## src/rtl/lfsr_datapath.sv

```systemverilog
// Fibonacci LFSR datapath: seed load, prescaled stepping, and period measurement
// by detecting the return of the register to its loaded seed.
module lfsr_datapath #(
  parameter int               WIDTH        = 8,
  parameter logic [WIDTH-1:0] TAPS         = 8'hB8,
  parameter logic [WIDTH-1:0] DEFAULT_SEED = {{(WIDTH-1){1'b0}}, 1'b1},
  parameter int               DIV          = 1
) (
  input  logic             clk,
  input  logic             reset,
  input  logic             shload,
  input  logic             running,
  input  logic [WIDTH-1:0] seed,
  output logic [WIDTH-1:0] q,
  output logic             bit_out,
  output logic             step,
  output logic             wrapped,
  output logic [WIDTH:0]   period,
  output logic             seed_zero
);

  localparam int               PRE_W   = (DIV > 1) ? $clog2(DIV) : 1;
  localparam logic [PRE_W-1:0] PRE_MAX = PRE_W'(DIV - 1);
  localparam logic [PRE_W-1:0] PRE_ONE = {{(PRE_W-1){1'b0}}, 1'b1};
  localparam logic [WIDTH:0]   CNT_ONE = {{WIDTH{1'b0}}, 1'b1};
  localparam logic [WIDTH:0]   CNT_MAX = {(WIDTH+1){1'b1}};

  logic [WIDTH-1:0] lfsr_q,      lfsr_d;
  logic [WIDTH-1:0] start_q,     start_d;
  logic [WIDTH:0]   cnt_q,       cnt_d;
  logic [PRE_W-1:0] pre_q,       pre_d;
  logic [WIDTH:0]   period_q,    period_d;
  logic             seed_zero_q, seed_zero_d;
  logic             step_q,      step_d;
  logic             wrapped_q,   wrapped_d;
  logic [WIDTH-1:0] shifted_s;
  logic [WIDTH:0]   cnt_inc_s;

  function automatic logic feedback_parity(input logic [WIDTH-1:0] v);
    return ^(v & TAPS);
  endfunction

  // Next-state logic: load beats a run tick; hold keeps every register.
  always_comb begin
    lfsr_d      = lfsr_q;
    start_d     = start_q;
    cnt_d       = cnt_q;
    pre_d       = pre_q;
    period_d    = period_q;
    seed_zero_d = seed_zero_q;
    step_d      = 1'b0;
    wrapped_d   = 1'b0;
    shifted_s   = {lfsr_q[WIDTH-2:0], feedback_parity(lfsr_q)};
    cnt_inc_s   = (cnt_q == CNT_MAX) ? cnt_q : (cnt_q + CNT_ONE);

    if (shload) begin
      if (seed == {WIDTH{1'b0}}) begin
        lfsr_d      = DEFAULT_SEED;
        start_d     = DEFAULT_SEED;
        seed_zero_d = 1'b1;
      end else begin
        lfsr_d      = seed;
        start_d     = seed;
        seed_zero_d = 1'b0;
      end
      cnt_d = {(WIDTH+1){1'b0}};
      pre_d = {PRE_W{1'b0}};
    end else if (running) begin
      if (pre_q != PRE_MAX) begin
        pre_d = pre_q + PRE_ONE;
      end else begin
        pre_d  = {PRE_W{1'b0}};
        lfsr_d = shifted_s;
        step_d = 1'b1;
        if (shifted_s == start_q) begin
          wrapped_d = 1'b1;
          period_d  = cnt_inc_s;
          cnt_d     = {(WIDTH+1){1'b0}};
        end else begin
          cnt_d = cnt_inc_s;
        end
      end
    end else begin
      pre_d = pre_q;
    end
  end

  // State registers with synchronous active-high reset.
  always_ff @(posedge clk) begin
    if (reset) begin
      lfsr_q      <= DEFAULT_SEED;
      start_q     <= DEFAULT_SEED;
      cnt_q       <= {(WIDTH+1){1'b0}};
      pre_q       <= {PRE_W{1'b0}};
      period_q    <= {(WIDTH+1){1'b0}};
      seed_zero_q <= 1'b0;
      step_q      <= 1'b0;
      wrapped_q   <= 1'b0;
    end else begin
      lfsr_q      <= lfsr_d;
      start_q     <= start_d;
      cnt_q       <= cnt_d;
      pre_q       <= pre_d;
      period_q    <= period_d;
      seed_zero_q <= seed_zero_d;
      step_q      <= step_d;
      wrapped_q   <= wrapped_d;
    end
  end

  assign q         = lfsr_q;
  assign bit_out   = lfsr_q[WIDTH-1];
  assign step      = step_q;
  assign wrapped   = wrapped_q;
  assign period    = period_q;
  assign seed_zero = seed_zero_q;

endmodule

```

## config.mk

```make
export PLATFORM = sky130hd
export DESIGN_NAME = lfsr_datapath
export DESIGN_NICKNAME = d
export VERILOG_FILES = /design/src/rtl/lfsr_datapath.sv
export SDC_FILE = /design/constraint.sdc
export NUM_CORES = 1
export LEC_CHECK = 0
export ABC_AREA = 0
export ABC_CLOCK_PERIOD_IN_PS = 5300
export BUFFER_PORTS_ARGS = -buffer_cell sky130_fd_sc_hd__buf_2
export CORE_MARGIN = 2
export CORE_UTILIZATION = 44
export DETAILED_ROUTE_END_ITERATION = 16
export PLACE_DENSITY = 0.65
export SYNTH_ARGS = -nofsm -noshare
export SYNTH_HDL_FRONTEND = slang
export SYNTH_SLANG_ARGS = --single-unit
```

## constraint.sdc

```tcl
create_clock -name clk -period 5.3 [get_ports clk]
set_clock_uncertainty 0.2 [all_clocks]
set_input_delay 1.325 -clock clk [delete_from_list [all_inputs] [get_ports clk]]
set_output_delay 1.325 -clock clk [all_outputs]
set_load 0.01 [all_outputs]
```

==> results.md <==
* Status: complete, no violations
* Rel. slew slack at 59.7%
* Critical path data arrival time at 2.89 ns
* Post-synthesis compound-gate area fraction at 10.0%
* R2r endpoint: period[1]
* Top post-synthesis cells by area: dfxtp_1, mux2i_1, nor2_1
* Distinct cells, synth at 44
* Clk pin slew, worst setup/hold paths at roughly 0.07 ns
* Clock latency at the later pin of the worst-skew pair at about 0.28 ns
* Post CTS Setup Buffer Count at 0
* Adder-cell share of the synthesized area at less than 1%
* Tcrit/Tclk final at a little over half
* Critical Path Max Stage Delay at roughly 0.38 ns
* Layout Area Growth over Synthesis at 11.5%
* Critical path endpoint category: flop
* Initial core utilization at between 40 and 50%
* Slew @ Worst Pin at just over 0.6 ns
* Final TNS setup at 0 ns
* Core Util, Final at between 50% and 60%
* Synth Area per Inst at between 9 and 10 um^2
* TritonCTS clock tree: done
* Worst Setup Start Kind: input port
* Drt wl/cell at roughly 13 um
* Hold_sp: period[2]
* WL met3 at 158 um
* Synth top area share at around two fifths
* Area leader, netlist: dfxtp_1
* Hold Crit Depth at 2
* R2R depth at 6
* PostCTS Resize Cnt at 0
* Antenna viol nets, final at 0
* Clock buffer count from CTS at 5
* TritonCTS sink count at 37
* Drt total wl at about 3.5 mm
* Worst path cell trace: buf_2 -> inv_1 -> nor2_1 -> nand4_4 -> a211o_1 -> a21oi_2
* GRT Total Usage at between 10% and 20%
* H-tree levels at 2
* Ant. Diodes at 0
* GP Congestion at ~0.75
* Final setup fails at 0
* Vias in the first global route at 1,279
* Syn nets at 215
* RSZ-0062 raised after global routing: no
* Synth Flop Type: dfxtp_1
* Fmax at roughly 0.35 GHz
* Core footprint at around 4000 um^2
* Share of post-route cells with drive strength above 1 at between 20% and 30%
* DPL Wire Length at approximately 2.5 mm
* DRT iter0 DRCs at 60
* Pwr Total at around 0.55 mW
* Met1 wire length at between 1.5 and 2 mm
* R2R setup slack at 3.19 ns
* Initial antenna violation count at 0
* Maximum vdd drop at about 0.18 mV
* Simple-gate share of the synthesized area at between 20 and 25%
* Post-route DRC violation count at 0
* Minimum clock period at 2.88 ns
* Pwr dens at 267 nW/um^2
* Final hold vios at 0
* Overflow after GRT at 0
* Leak Pwr at between 0.9 and 1 nW
* Slew Limit Fails at 0
* Ys Warns at 0
* Hold WC Path Type: flop to flop
* Post-synthesis xor/xnor area fraction at a little under a tenth
* DRT Pass-1 Iters at 5
* Fin nets at between 200 and 250
* Largest net degree at the start of global routing at 33
* Hold buffer count at cts at 0
* First-pass GRT wire length at approximately 5.8 mm
* Max-Cap Viols at 0
* #FFs+latches synth at 37
* Slowest-stage cell, CP: a211o_1
* Met2 WL at approximately 1.5 mm
* Cells after DPL at 270
* # IOs at 33
* Port-buffer cells at 32
* Via count at around 1,400
* Clock root buffer: clkbuf_8
* Kind of critical path: input port to flop
* Req. time, crit path at ~5.3 ns
* Post-synth design cell area at about 1800 um^2
* Hold Path Sink: period[2]
* Register area share after synthesis at roughly 40%
* R2R Path Start: cnt_q[0]
* Post-synth ARST share at 0%
* Die Height at 68.8 um
* Final Non-Filler Cells at ~280
* Placement row count at 23
* Syn Inst Count at approximately 200
* CTS Buffer Depth at 2
* Top Metal Used: met4
* Vias/cell at 4.97
* Mux cell area share after synthesis at a little under an eighth
* EDFF count, synth at 0
* Die area at roughly 4700 um^2
* Largest family of logic cells by synthesized area: simple AND/OR/NAND/NOR gates
* Die Span X at approximately 69 um
* Critical Path Fanout Max at 18
==> kinds of logic after synthesis <==
logic type      count (synthesis)
xor+xnor                       17
simple gates                   80
buf+inv                        16
compound gates                 30
flops                          37
fa+ha+maj                       1
mux                            21
==> layer usage <==
metal  GRT usage (%)  up-vias
li1                -      741
met1            22.5      603
met2            24.4       30
met3            5.19        9
met4            8.33        0
met5               0        -
==> cell type report <==
| cell class | count | area (um^2) |
|---|---|---|
| inverters | 2 | 7.51 |
| flip-flops and latches | 37 | 741 |
| well taps | 50 | 62.6 |
| fillers | 390 | 1970 |
| repair buffers | 32 | 160 |
| multi-input cells | 149 | 1010 |
| clock buffers | 8 | 80.1 |
==> through the flow <==
stage                     hold WS, ns  cell area [um^2]  setup WS (ns)
after global routing            0.285              2060           2.33
after CTS                       0.255              2060           2.43
final                           0.249              2060           2.42
after global placement          0.240              1980           2.20
after detailed placement        0.246              1980           2.15
after floorplan                 0.231              1850           2.69
==> flip-flops by register name, summed over array words and instances, names as in the netlist <==
| register | cells |
|---|---|
| seed_zero | 1 |
| period | 9 |
| wrapped | 1 |
| cnt_q | 9 |
| step | 1 |
| start_q | 8 |
| q | 8 |
==> cell usage in the layout (no fill, tap or decap), types with 5 or more instances in the layout <==
master	n
xor2_1	11
a21oi_1	15
nand3_1	6
nor2_1	38
clkbuf_8	5
mux2i_1	19
buf_2	32
dfxtp_1	37
nand2_1	9
==> cell usage after synthesis, types with 2 or more instances <==
| cell type | instances |
|---|---|
| nor2_1 | 38 |
| or2_0 | 2 |
| nand2b_1 | 2 |
| xor2_1 | 11 |
| nand3_1 | 6 |
| clkbuf_1 | 4 |
| buf_1 | 2 |
| a31oi_1 | 3 |
| nand4_1 | 2 |
| inv_1 | 2 |
| nor3_2 | 3 |
| buf_4 | 2 |
| o211ai_1 | 3 |
| mux2i_1 | 19 |
| dfxtp_1 | 37 |
| and3_1 | 3 |
| xnor2_1 | 4 |
| nor2b_1 | 2 |
| buf_2 | 3 |
| mux2_2 | 2 |
| o21ai_0 | 4 |
| a21oi_1 | 15 |
| nor3_1 | 4 |
| nand2_1 | 9 |
==> where the power goes <==
group / switching [mW] / internal, mW / leakage (nW) / total [mW]
sequential: 0.00903 / 0.287 / 0.302 / 0.296
combinational: 0.0388 / 0.0298 / 0.581 / 0.0687
clock: 0.0909 / 0.0933 / 0.0395 / 0.184
==> worst max path at each step <==
stage,start,end,slack [ns],cells past startpoint
3_5_place_dp,running,period[3],2.15,6
2_1_floorplan,running,period[3],2.69,6
4_1_cts,running,period[3],2.43,6
3_3_place_gp,running,period[3],2.20,6
5_1_grt,running,period[3],2.33,6
6_report,running,period[3],2.42,6
==> critical path, delay by kind of cell <==
| family | cells | cell delay [ns] |
|---|---|---|
| buf+inv | 2 | 0.54 |
| compound gates | 2 | 0.50 |
| simple gates | 2 | 0.51 |
No activity file was read; power rests on OpenSTA's default activity.
